`src/rtl/vga_game_pkg.sv`:
```
// Shared definitions for the VGA move-block game.
//   H_ACTIVE/V_ACTIVE : visible raster size (800x600)
//   CMD_*             : bit positions inside a direction command
//   cmd_t             : 4-bit direction command {up, down, left, right}
//   sched_state_t     : move scheduler FSM encoding
//   step_clamp()      : one-axis move by a step, clamped to [0, lim]
package vga_game_pkg;

    localparam int H_ACTIVE = 800;
    localparam int V_ACTIVE = 600;

    localparam int CMD_UP = 3;
    localparam int CMD_DN = 2;
    localparam int CMD_LF = 1;
    localparam int CMD_RT = 0;

    typedef logic [3:0] cmd_t;

    typedef enum logic {
        ST_IDLE = 1'b0,
        ST_CALC = 1'b1
    } sched_state_t;

    // Signed 11-bit intermediate so that a decrement below zero is seen as
    // negative instead of wrapping to a large unsigned value.
    function automatic logic [9:0] step_clamp(
        input logic [9:0]  pos,
        input logic        dec,
        input logic        inc,
        input logic [10:0] step,
        input logic [10:0] lim
    );
        logic signed [10:0] p;
        logic signed [10:0] r;
        p = $signed({1'b0, pos});
        r = p;
        if (dec) begin
            r = p - $signed(step);
            if (r < 11'sd0) begin
                r = 11'sd0;
            end
        end else if (inc) begin
            r = p + $signed(step);
            if (r > $signed(lim)) begin
                r = $signed(lim);
            end
        end
        return r[9:0];
    endfunction

endpackage

```
`src/rtl/move_cmd_scheduler_cmd_fifo.sv`:
```
// cmd_fifo: small synchronous FIFO (power-of-2 depth, at least 2).
//   clk, rst_n : clock, async active-low reset (empties the queue)
//   push_i     : write wdata_i; accepted when not full, or when full with a
//                pop in the same cycle
//   pop_i      : drop the head entry; ignored when empty
//   rdata_o    : head entry (valid while !empty_o)
//   full_o     : level_o == DEPTH
//   empty_o    : level_o == 0
//   level_o    : exact occupancy 0..DEPTH
module cmd_fifo #(
    parameter int WIDTH = 4,
    parameter int DEPTH = 4,
    localparam int AW   = $clog2(DEPTH),
    localparam int LW   = $clog2(DEPTH + 1)
) (
    input  logic             clk,
    input  logic             rst_n,
    input  logic             push_i,
    input  logic [WIDTH-1:0] wdata_i,
    input  logic             pop_i,
    output logic [WIDTH-1:0] rdata_o,
    output logic             full_o,
    output logic             empty_o,
    output logic [LW-1:0]    level_o
);

    logic [WIDTH-1:0] mem_q [DEPTH];
    logic [AW-1:0]    wr_ptr_q;
    logic [AW-1:0]    rd_ptr_q;
    logic [LW-1:0]    level_q;
    logic             do_push;
    logic             do_pop;

    assign full_o  = (level_q == LW'(DEPTH));
    assign empty_o = (level_q == '0);
    assign level_o = level_q;
    assign rdata_o = mem_q[rd_ptr_q];

    assign do_pop  = pop_i && !empty_o;
    // A pop frees the slot the push needs, so full+pop still accepts.
    assign do_push = push_i && (!full_o || do_pop);

    always_ff @(posedge clk or negedge rst_n) begin
        if (!rst_n) begin
            wr_ptr_q <= '0;
            rd_ptr_q <= '0;
            level_q  <= '0;
        end else begin
            if (do_push) begin
                wr_ptr_q <= wr_ptr_q + 1'b1;
            end
            if (do_pop) begin
                rd_ptr_q <= rd_ptr_q + 1'b1;
            end
            case ({do_push, do_pop})
                2'b10:   level_q <= level_q + 1'b1;
                2'b01:   level_q <= level_q - 1'b1;
                default: level_q <= level_q;
            endcase
        end
    end

    always_ff @(posedge clk) begin
        if (do_push) begin
            mem_q[wr_ptr_q] <= wdata_i;
        end
    end

endmodule

```
`src/rtl/move_cmd_scheduler.sv`:
```
// move_cmd_scheduler: queues debounced key pulses as direction commands and
// applies at most one per video frame, at vertical-sync start, with clamping
// to the screen edges, so the drawn block never moves mid-frame.
//   clk, rst_n       : system clock, async active-low reset
//   key_up/down/left/right : one-cycle key pulses
//   vga_vs           : vertical sync level from the pixel domain (async)
//   block_x, block_y : block top-left position
//   pos_valid        : one-cycle pulse when block_x/block_y are updated
//   cmd_drop         : one-cycle pulse when a command was lost (queue full)
//   fifo_level       : queue occupancy
//
// state   | meaning
// --------+-----------------------------------------------------------
// ST_IDLE | waiting for frame start; pops one queued command if present
// ST_CALC | registers the clamped new position, pulses pos_valid
module move_cmd_scheduler
    import vga_game_pkg::*;
#(
    parameter int   BLK_W      = 40,
    parameter int   BLK_H      = 40,
    parameter int   STEP       = 20,
    parameter int   X0         = 380,
    parameter int   Y0         = 280,
    parameter int   FIFO_DEPTH = 4,
    parameter logic VS_ACT     = 1'b1,
    localparam int  LVL_W      = $clog2(FIFO_DEPTH + 1)
) (
    input  logic             clk,
    input  logic             rst_n,
    input  logic             key_up,
    input  logic             key_down,
    input  logic             key_left,
    input  logic             key_right,
    input  logic             vga_vs,
    output logic [9:0]       block_x,
    output logic [9:0]       block_y,
    output logic             pos_valid,
    output logic             cmd_drop,
    output logic [LVL_W-1:0] fifo_level
);

    logic         vs_s1_q;
    logic         vs_s2_q;
    logic         vs_prev_q;
    logic         frame_start;

    cmd_t         cmd_d;
    logic         has_cmd;
    logic         pop;
    logic         drop_d;
    logic         cmd_drop_q;

    cmd_t         fifo_head;
    logic         fifo_full;
    logic         fifo_empty;
    logic [LVL_W-1:0] fifo_lvl;

    sched_state_t state_q;
    cmd_t         cmd_r_q;
    logic [9:0]   x_q;
    logic [9:0]   y_q;
    logic [9:0]   x_d;
    logic [9:0]   y_d;
    logic         pos_valid_q;

    // vga_vs is asynchronous: two flops for metastability, a third to find
    // the inactive->active transition.
    always_ff @(posedge clk or negedge rst_n) begin
        if (!rst_n) begin
            vs_s1_q   <= 1'b0;
            vs_s2_q   <= 1'b0;
            vs_prev_q <= 1'b0;
        end else begin
            vs_s1_q   <= vga_vs;
            vs_s2_q   <= vs_s1_q;
            vs_prev_q <= vs_s2_q;
        end
    end

    assign frame_start = (vs_s2_q == VS_ACT) && (vs_prev_q != VS_ACT);

    // Opposite keys cancel; orthogonal keys combine into one diagonal move.
    always_comb begin
        cmd_d         = '0;
        cmd_d[CMD_UP] = key_up    & ~key_down;
        cmd_d[CMD_DN] = key_down  & ~key_up;
        cmd_d[CMD_LF] = key_left  & ~key_right;
        cmd_d[CMD_RT] = key_right & ~key_left;
    end

    assign has_cmd = |cmd_d;
    assign pop     = (state_q == ST_IDLE) && frame_start && !fifo_empty;
    assign drop_d  = has_cmd && fifo_full && !pop;

    cmd_fifo #(
        .WIDTH (4),
        .DEPTH (FIFO_DEPTH)
    ) u_cmd_fifo (
        .clk     (clk),
        .rst_n   (rst_n),
        .push_i  (has_cmd),
        .wdata_i (cmd_d),
        .pop_i   (pop),
        .rdata_o (fifo_head),
        .full_o  (fifo_full),
        .empty_o (fifo_empty),
        .level_o (fifo_lvl)
    );

    always_ff @(posedge clk or negedge rst_n) begin
        if (!rst_n) begin
            cmd_drop_q <= 1'b0;
        end else begin
            cmd_drop_q <= drop_d;
        end
    end

    assign x_d = step_clamp(x_q, cmd_r_q[CMD_LF], cmd_r_q[CMD_RT],
                            11'(STEP), 11'(H_ACTIVE - BLK_W));
    assign y_d = step_clamp(y_q, cmd_r_q[CMD_UP], cmd_r_q[CMD_DN],
                            11'(STEP), 11'(V_ACTIVE - BLK_H));

    always_ff @(posedge clk or negedge rst_n) begin
        if (!rst_n) begin
            state_q     <= ST_IDLE;
            cmd_r_q     <= '0;
            x_q         <= 10'(X0);
            y_q         <= 10'(Y0);
            pos_valid_q <= 1'b0;
        end else begin
            pos_valid_q <= 1'b0;
            case (state_q)
                ST_IDLE: begin
                    if (pop) begin
                        cmd_r_q <= fifo_head;
                        state_q <= ST_CALC;
                    end
                end
                ST_CALC: begin
                    // Pulses even when clamping leaves the position unchanged:
                    // the command was still consumed.
                    x_q         <= x_d;
                    y_q         <= y_d;
                    pos_valid_q <= 1'b1;
                    state_q     <= ST_IDLE;
                end
                default: state_q <= ST_IDLE;
            endcase
        end
    end

    assign block_x    = x_q;
    assign block_y    = y_q;
    assign pos_valid  = pos_valid_q;
    assign cmd_drop   = cmd_drop_q;
    assign fifo_level = fifo_lvl;

endmodule

```
`config.mk`:
```
export PLATFORM = sky130hd
export DESIGN_NAME = move_cmd_scheduler
export DESIGN_NICKNAME = d
export VERILOG_FILES = /design/src/rtl/vga_game_pkg.sv /design/src/rtl/move_cmd_scheduler_cmd_fifo.sv /design/src/rtl/move_cmd_scheduler.sv
export SDC_FILE = /design/constraint.sdc
export NUM_CORES = 1
export LEC_CHECK = 0
export CAP_MARGIN = 10
export CORE_UTILIZATION = 52
export CTS_CLUSTER_DIAMETER = 100
export DETAILED_ROUTE_END_ITERATION = 7
export PLACE_DENSITY = 0.73
export SETUP_SLACK_MARGIN = 0.02
export SYNTH_ARGS = -nofsm -noshare
export SYNTH_HDL_FRONTEND = slang
export SYNTH_HIERARCHICAL = 1
export SYNTH_SLANG_ARGS = --single-unit
```
`constraint.sdc`:
```
create_clock -name clk -period 3 [get_ports clk]
set_clock_uncertainty 0.05 [all_clocks]
set_input_delay 0.3 -clock clk [delete_from_list [all_inputs] [get_ports clk]]
set_output_delay 0.3 -clock clk [all_outputs]
set_load 0.01 [all_outputs]
```
==> Implementation_results.wiki, run 1 <==
{| class="wikitable"
! Metric !! Value
|-
| Commonest cells after routing, fill and taps aside || sky130_fd_sc_hd__clkdlybuf4s50_1 (27), sky130_fd_sc_hd__dfrtp_1 (24), sky130_fd_sc_hd__inv_1 (21)
|-
| GRT Total Usage || 0.2135
|-
| Power per cell area || 1003 nW/um^2
|-
| CTS Hold Buffers Added || 0
|-
| Root buffer cell || sky130_fd_sc_hd__clkbuf_8
|-
| Post-DRT Antenna Nets || 0
|-
| Die height || 80.73 um
|-
| Global-route wire length before repair || 10840 um
|-
| Count of cell types in the netlist || 76
|-
| Largest incremental delay on the critical path || 500 ps
|-
| Endpoint of the lowest-slack register-to-register path || u_cmd_fifo/level_o[2]
|-
| Aggregate routed wire length || 6304 um
|-
| Critical Path Start Type || flip-flop
|-
| Rel. slew slack || 0.3783
|-
| Final hold violation count || 0
|-
| Main synth FF type || sky130_fd_sc_hd__dfrtp_1
|-
| Synth async-reset ratio || 0.6735
|-
| Cells along the critical path || nor3_1 > nor4b_4 > o31a_1 > or2b_1 > fa_1 > nand2b_1 > o32ai_2 > xor2_1
|-
| Die span in x || 80.73 um
|-
| Largest net degree at the start of global routing || 34
|-
| Detailed-route vias per instance || 6.106
|-
| Outcome || completed
|-
| Clock slew seen by the registers of the worst setup and hold paths || 90 ps
|-
| Minimum setup slack after placement || 536.7 ps
|-
| Worst Hold End || vs_s2_q
|-
| Area fraction of the dominant cell type after synthesis || 0.1863
|-
| Remaining global-route overflow || 0
|-
| Ranking of synthesized cells by area || sky130_fd_sc_hd__dfrtp_1 (19%), sky130_fd_sc_hd__edfxtp_1 (15%), sky130_fd_sc_hd__dfstp_2 (7.3%)
|-
| Initial Util || 0.5412
|-
| CP Class || flip-flop to flip-flop
|-
| Max Root-Sink Buffers || 2
|-
| HP Class || flip-flop to flip-flop
|-
| Total number of yosys warnings || 6
|-
| Worst setup slack after layout || 528.9 ps
|-
| Final-layout setup total negative slack || 0 ps
|-
| Placeable Area || 5956 sq um
|-
| Number of clock buffers inserted by TritonCTS || 5
|-
| Source-to-sink clock delay at the later pin of the worst-skew pair || 300 ps
|-
| Final Net Count || 363
|-
| Routed via count || 2546
|-
| Die footprint || 6517 sq um
|-
| Final Max Tran Viols || 0
|-
| Number of max-cap violations || 0
|-
| Count of antenna diodes in the layout || 0
|-
| Largest area contributor in the netlist || sky130_fd_sc_hd__dfrtp_1
|-
| Launch point of the worst path || u_cmd_fifo/level_o[1]
|-
| Number of enable flip-flop cells after synthesis || 16
|-
| Hold WS || 312.1 ps
|-
| Remaining design rule violation count || 0
|-
| Post-route minimum period || 2471 ps
|-
| Worst Path Max Fanout || 7
|-
| # H-tree levels || 2
|-
| Synthesized instance count || 327
|-
| Clock tree from TritonCTS || done
|-
| Number of fill cells in the layout || 544
|-
| IO Count || 32
|-
| P&R area growth vs syn || 12.07%
|-
| Period Utilization, post-route || 0.8237
|-
| Routed wire per std cell || 15.12 um
|-
| Initial DRC count || 273
|-
| CP Data Arrival Time || 2650 ps
|-
| PortBufs || 27
|-
| Startpoint of the worst-slack reg-to-reg timing path || u_cmd_fifo/level_o[1]
|-
| Number of stages on the worst hold path || 0
|-
| Worst IR Drop VDD || 0.0005703 V
|-
| Count of endpoints failing setup in the final report || 0
|-
| Layout cell share with drive strength beyond 1 || 0.1199
|-
| Cell with the biggest individual delay on the critical path || sky130_fd_sc_hd__dfrtp_1
|-
| Syn Std Cell Area || 3223 sq um
|-
| Number of cells on the worst reg-to-reg path || 8
|-
| Leak || 1.384 nW
|-
| Site Rows || 28
|-
| Setup repair after global routing missed its margin || no
|-
| Final HPWL DP || 4515 um
|-
| Slew of the pin with the lowest slew margin || 926.3 ps
|-
| Count of state elements after synthesis || 49
|-
| Post-CTS setup buffers || 0
|-
| Quantity of gates resized following cts || 0
|-
| Number of optimization iterations in the first detailed-route pass || 4
|-
| Most common cell after layout, fill and taps aside || sky130_fd_sc_hd__clkdlybuf4s50_1
|-
| Worst EP required || 3180 ps
|-
| Hold Path Origin || vs_s1_q
|-
| Vias in the first global route || 2312
|-
| Max Clock Freq || 404.7 MHz
|-
| Routability congestion estimate from global placement || 0.8342
|-
| R2R Setup Slk || 530 ps
|-
| Antenna violations before repair || 0
|-
| Sequential share of the synthesized area || 0.4088
|-
| Critical path endpoint category || flip-flop
|-
| Avg Cell Area, Syn || 9.857 sq um
|-
| # clock sinks || 49
|}
worst max path at each step:
stage	end	slack, ps	cells past startpoint
2_1_floorplan	u_cmd_fifo/level_o[2]	220	8
3_3_place_gp	u_cmd_fifo/level_o[2]	590	9
3_5_place_dp	u_cmd_fifo/level_o[2]	540	8
4_1_cts	u_cmd_fifo/level_o[2]	500	8
5_1_grt	u_cmd_fifo/level_o[2]	320	8
6_report	u_cmd_fifo/level_o[2]	530	8
metal layers:
layer | global-route usage | wire [um]
met2 | 0.3568 | 3070
met4 | 0.04643 | 34
met3 | 0.03596 | 347
met1 | 0.2923 | 2851
met5 | 0 | 0
state kept, by name, summed over array words and instances, names as in the netlist, 2 cells and up:
register             flops
u_cmd_fifo/mem_q        16
block_x                  8
block_y                  8
cmd_r_q                  4
u_cmd_fifo/level_o       3
u_cmd_fifo/rd_ptr_q      2
u_cmd_fifo/wr_ptr_q      2
cells in the mapped netlist (all sizes together), types with 3 or more instances:
master   count
o21a         4
clkbuf      16
a21o         3
a22o         3
o2111ai      3
buf         13
xor2         5
or4          3
nand2b       3
nor4         5
o31a         5
dfrtp       24
o21ai       20
mux4         4
a311oi       3
o31ai        8
edfxtp      16
mux2         3
nor2b        4
nor3        16
nor4b        4
nand2       18
xnor2        4
nand3        8
or2          3
inv         21
or3          5
a21oi       14
ha          14
and2         5
a31oi        7
dfstp        9
nor2        14
worst max-delay path, delay by kind of cell (launching register included):
family                   cells  cell delay (ps)
flip-flops                   1              500
adder cells (fa/ha/maj)      1              370
AND/OR/NAND/NOR              4              840
XOR/XNOR                     1              160
AO/OA/AOI/OAI                2              470
power breakdown:
group          internal, mW  switching, mW  leakage [nW]
logic                 0.855          0.831         0.791
clock network         0.250          0.219        0.0554
registers             0.988          0.481         0.538
cell type report:
class	count	area (sq um)	area share
clock buffers	6	72.57	0.02009
clock inverters	2	38.79	0.01074
inverters	21	78.83	0.02182
multi-input cells	231	1695	0.4693
flip-flops and latches	49	1318	0.3647
well taps	75	93.84	0.02598
repair buffers	33	315.3	0.08729
cells by family after synthesis:
family | synth area share
flip-flops | 0.4088
other | 0.001163
AO/OA/AOI/OAI | 0.2089
multiplexers | 0.04464
buffers and inverters | 0.07143
XOR/XNOR | 0.02445
AND/OR/NAND/NOR | 0.1801
adder cells (fa/ha/maj) | 0.06056
stage by stage:
stage / power [mW] / cells / utilization / area, sq um
after floorplan: 2.656 / 330 / - / 3243
after global placement: 3.120 / 409 / 0.5878 / 3501
after detailed placement: 3.168 / 409 / 0.5878 / 3501
after CTS: 3.645 / 417 / 0.6065 / 3612
after global routing: 3.918 / 417 / 0.6065 / 3612
final: 3.624 / 417 / 0.6065 / 3612
No activity file was read; power rests on OpenSTA's default activity.
==> run 2, diff against run 1 <==
- CORE_UTILIZATION: 52 -> 55
- clock period: 3 -> 2.3 ns (I/O delays scaled with it)
==> run 2 against run 1 <==
Compared with the run above: clock power increased by 31%; wire length up 11%; first-iteration DRC count up 29%; sequential cell count stayed put; final area increased by 8.6%; combinational power rose by 76%; register-to-register slack got worse by 460 ps; worst setup slack lost 460 ps; die area down 5.3%; critical path type unchanged.
==> Implementation_results.wiki, run 2 (synthesized netlist as in run 1, its figures left out) <==
{| class="wikitable"
! Metric !! Value
|-
| Count of antenna diodes in the layout || 0
|-
| Detailed-route vias per instance || 6.060
|-
| Most common cell after layout, fill and taps aside || sky130_fd_sc_hd__buf_4
|-
| Number of max-cap violations || 0
|-
| Clock tree from TritonCTS || done
|-
| Initial Util || 0.5782
|-
| Number of fill cells in the layout || 442
|-
| Largest incremental delay on the critical path || 570 ps
|-
| CTS Hold Buffers Added || 0
|-
| Number of optimization iterations in the first detailed-route pass || 4
|-
| Critical path endpoint category || flip-flop
|-
| Max Clock Freq || 447.4 MHz
|-
| Die height || 78.55 um
|-
| Worst Path Max Fanout || 5
|-
| Cells along the critical path || inv_1 > ha_4 > nand4b_1 > a311oi_2 > a221oi_2 > or4_4 > a22o_1
|-
| Site Rows || 27
|-
| Critical Path Start Type || flip-flop
|-
| CP Class || flip-flop to flip-flop
|-
| Largest net degree at the start of global routing || 34
|-
| Outcome || completed
|-
| Clock slew seen by the registers of the worst setup and hold paths || 90 ps
|-
| Hold WS || 293.6 ps
|-
| Aggregate routed wire length || 6979 um
|-
| Post-DRT Antenna Nets || 0
|-
| Remaining global-route overflow || 0
|-
| PortBufs || 27
|-
| Final Max Tran Viols || 0
|-
| Worst EP required || 2480 ps
|-
| Final-layout setup total negative slack || 0 ps
|-
| Initial DRC count || 353
|-
| Placeable Area || 5574 sq um
|-
| Root buffer cell || sky130_fd_sc_hd__clkbuf_8
|-
| Slew of the pin with the lowest slew margin || 698.5 ps
|-
| Max Root-Sink Buffers || 2
|-
| Antenna violations before repair || 0
|-
| # H-tree levels || 2
|-
| Placed cell count || 437
|-
| Post-route minimum period || 2235 ps
|-
| # clock sinks || 49
|-
| Commonest cells after routing, fill and taps aside || sky130_fd_sc_hd__buf_4 (40), sky130_fd_sc_hd__clkdlybuf4s50_1 (27), sky130_fd_sc_hd__dfrtp_1 (21)
|-
| Number of clock buffers inserted by TritonCTS || 5
|-
| Die footprint || 6170 sq um
|-
| CP Data Arrival Time || 2410 ps
|-
| Routed via count || 2715
|-
| Max reg flops || 16
|-
| Power per cell area || 1336 nW/um^2
|-
| Final hold violation count || 0
|-
| Die span in x || 78.55 um
|-
| Setup repair after global routing missed its margin || yes
|-
| Period Utilization, post-route || 0.9719
|-
| P&R area growth vs syn || 21.66%
|-
| HP Class || primary input to async pin
|-
| IO Count || 32
|-
| Rel. slew slack || 0.5300
|-
| Final HPWL DP || 5011 um
|-
| Leak || 1.560 nW
|-
| Routed wire per std cell || 15.58 um
|-
| Cell with the biggest individual delay on the critical path || sky130_fd_sc_hd__dfstp_2
|-
| Remaining design rule violation count || 0
|-
| Worst IR Drop VDD || 0.0007631 V
|-
| Layout cell share with drive strength beyond 1 || 0.2261
|-
| Worst path top cell family by delay || simple AND/OR/NAND/NOR gates
|-
| Global-route wire length before repair || 11830 um
|-
| Source-to-sink clock delay at the later pin of the worst-skew pair || 300 ps
|-
| Top register by number of flip-flops || u_cmd_fifo/mem_q
|-
| GRT Total Usage || 0.2417
|-
| Routability congestion estimate from global placement || 0.8972
|-
| Count of endpoints failing setup in the final report || 0
|-
| Bufs and invs on worst path || 1
|-
| Final Net Count || 397
|-
| Layout Cells excl Fill || 448
|-
| Vias in the first global route || 2506
|}
## run 2: cell types whose count changed in the layout (fill, tap and decap cells not counted), moves of 2 or more
cell,change
sky130_fd_sc_hd__buf_4,+34
sky130_fd_sc_hd__ha_1,-2
sky130_fd_sc_hd__dfrtp_2,+3
sky130_fd_sc_hd__dfrtp_1,-3
## run 2: per-layer routing
layer	share of wire	vias up	global-route usage
li1	-	1305	-
met1	0.45	1319	0.3285
met2	0.49	83	0.4017
met3	0.052	8	0.03837
met4	0.0080	0	0.06111
met5	0	-	0
## run 2: repair_timing
item | in CTS | in global routing
setup endpoints to repair | 0 | 7
gates resized for setup | 0 | 5
buffers inserted | 0 | 3
## run 2: layout make-up
cell class                      instances  area (sq um)  share of cell area
Sequential cell                        49          1321              0.3370
Tap cell                               72         90.09             0.02297
Multi-Input combinational cell        231          1749              0.4461
Timing Repair Buffer                   67         570.5              0.1455
Clock buffer                            6         72.57             0.01851
Inverter                               21         78.83             0.02010
Clock inverter                          2         38.79            0.009892
## run 2: path summary, 6_finish.rpt
kind                                 start          to  slack, ps  cells after the start
worst max-delay path            block_x[2]  block_x[2]         60                      7
worst min-delay path                 rst_n    cmd_drop        290                      2
worst max register to register  block_x[2]  block_x[2]         60                      7
worst min register to register     vs_s1_q     vs_s2_q        320                      0
max in group asynchronous            rst_n  block_x[3]       1550                      2
min in group clk                    vga_vs     vs_s1_q        310                      1
## run 2: metrics by stage
step	util	setup slack (ps)	power (mW)	cell area [sq um]
2_1_floorplan	-	-391.9	3.503	3269
4_1_cts	0.6936	49.95	5.143	3866
5_1_grt	0.7035	-82.26	5.641	3921
6_report	0.7035	64.62	5.241	3921
3_3_place_gp	0.6736	-25.94	4.450	3755
3_5_place_dp	0.6736	-90.85	4.516	3755
## run 2: report_power, final
part,switching [mW],total [mW],internal [mW]
clock,0.289,0.615,0.327
combinational,1.52,2.98,1.46
sequential,0.355,1.65,1.29
total,2.16,5.24,3.08
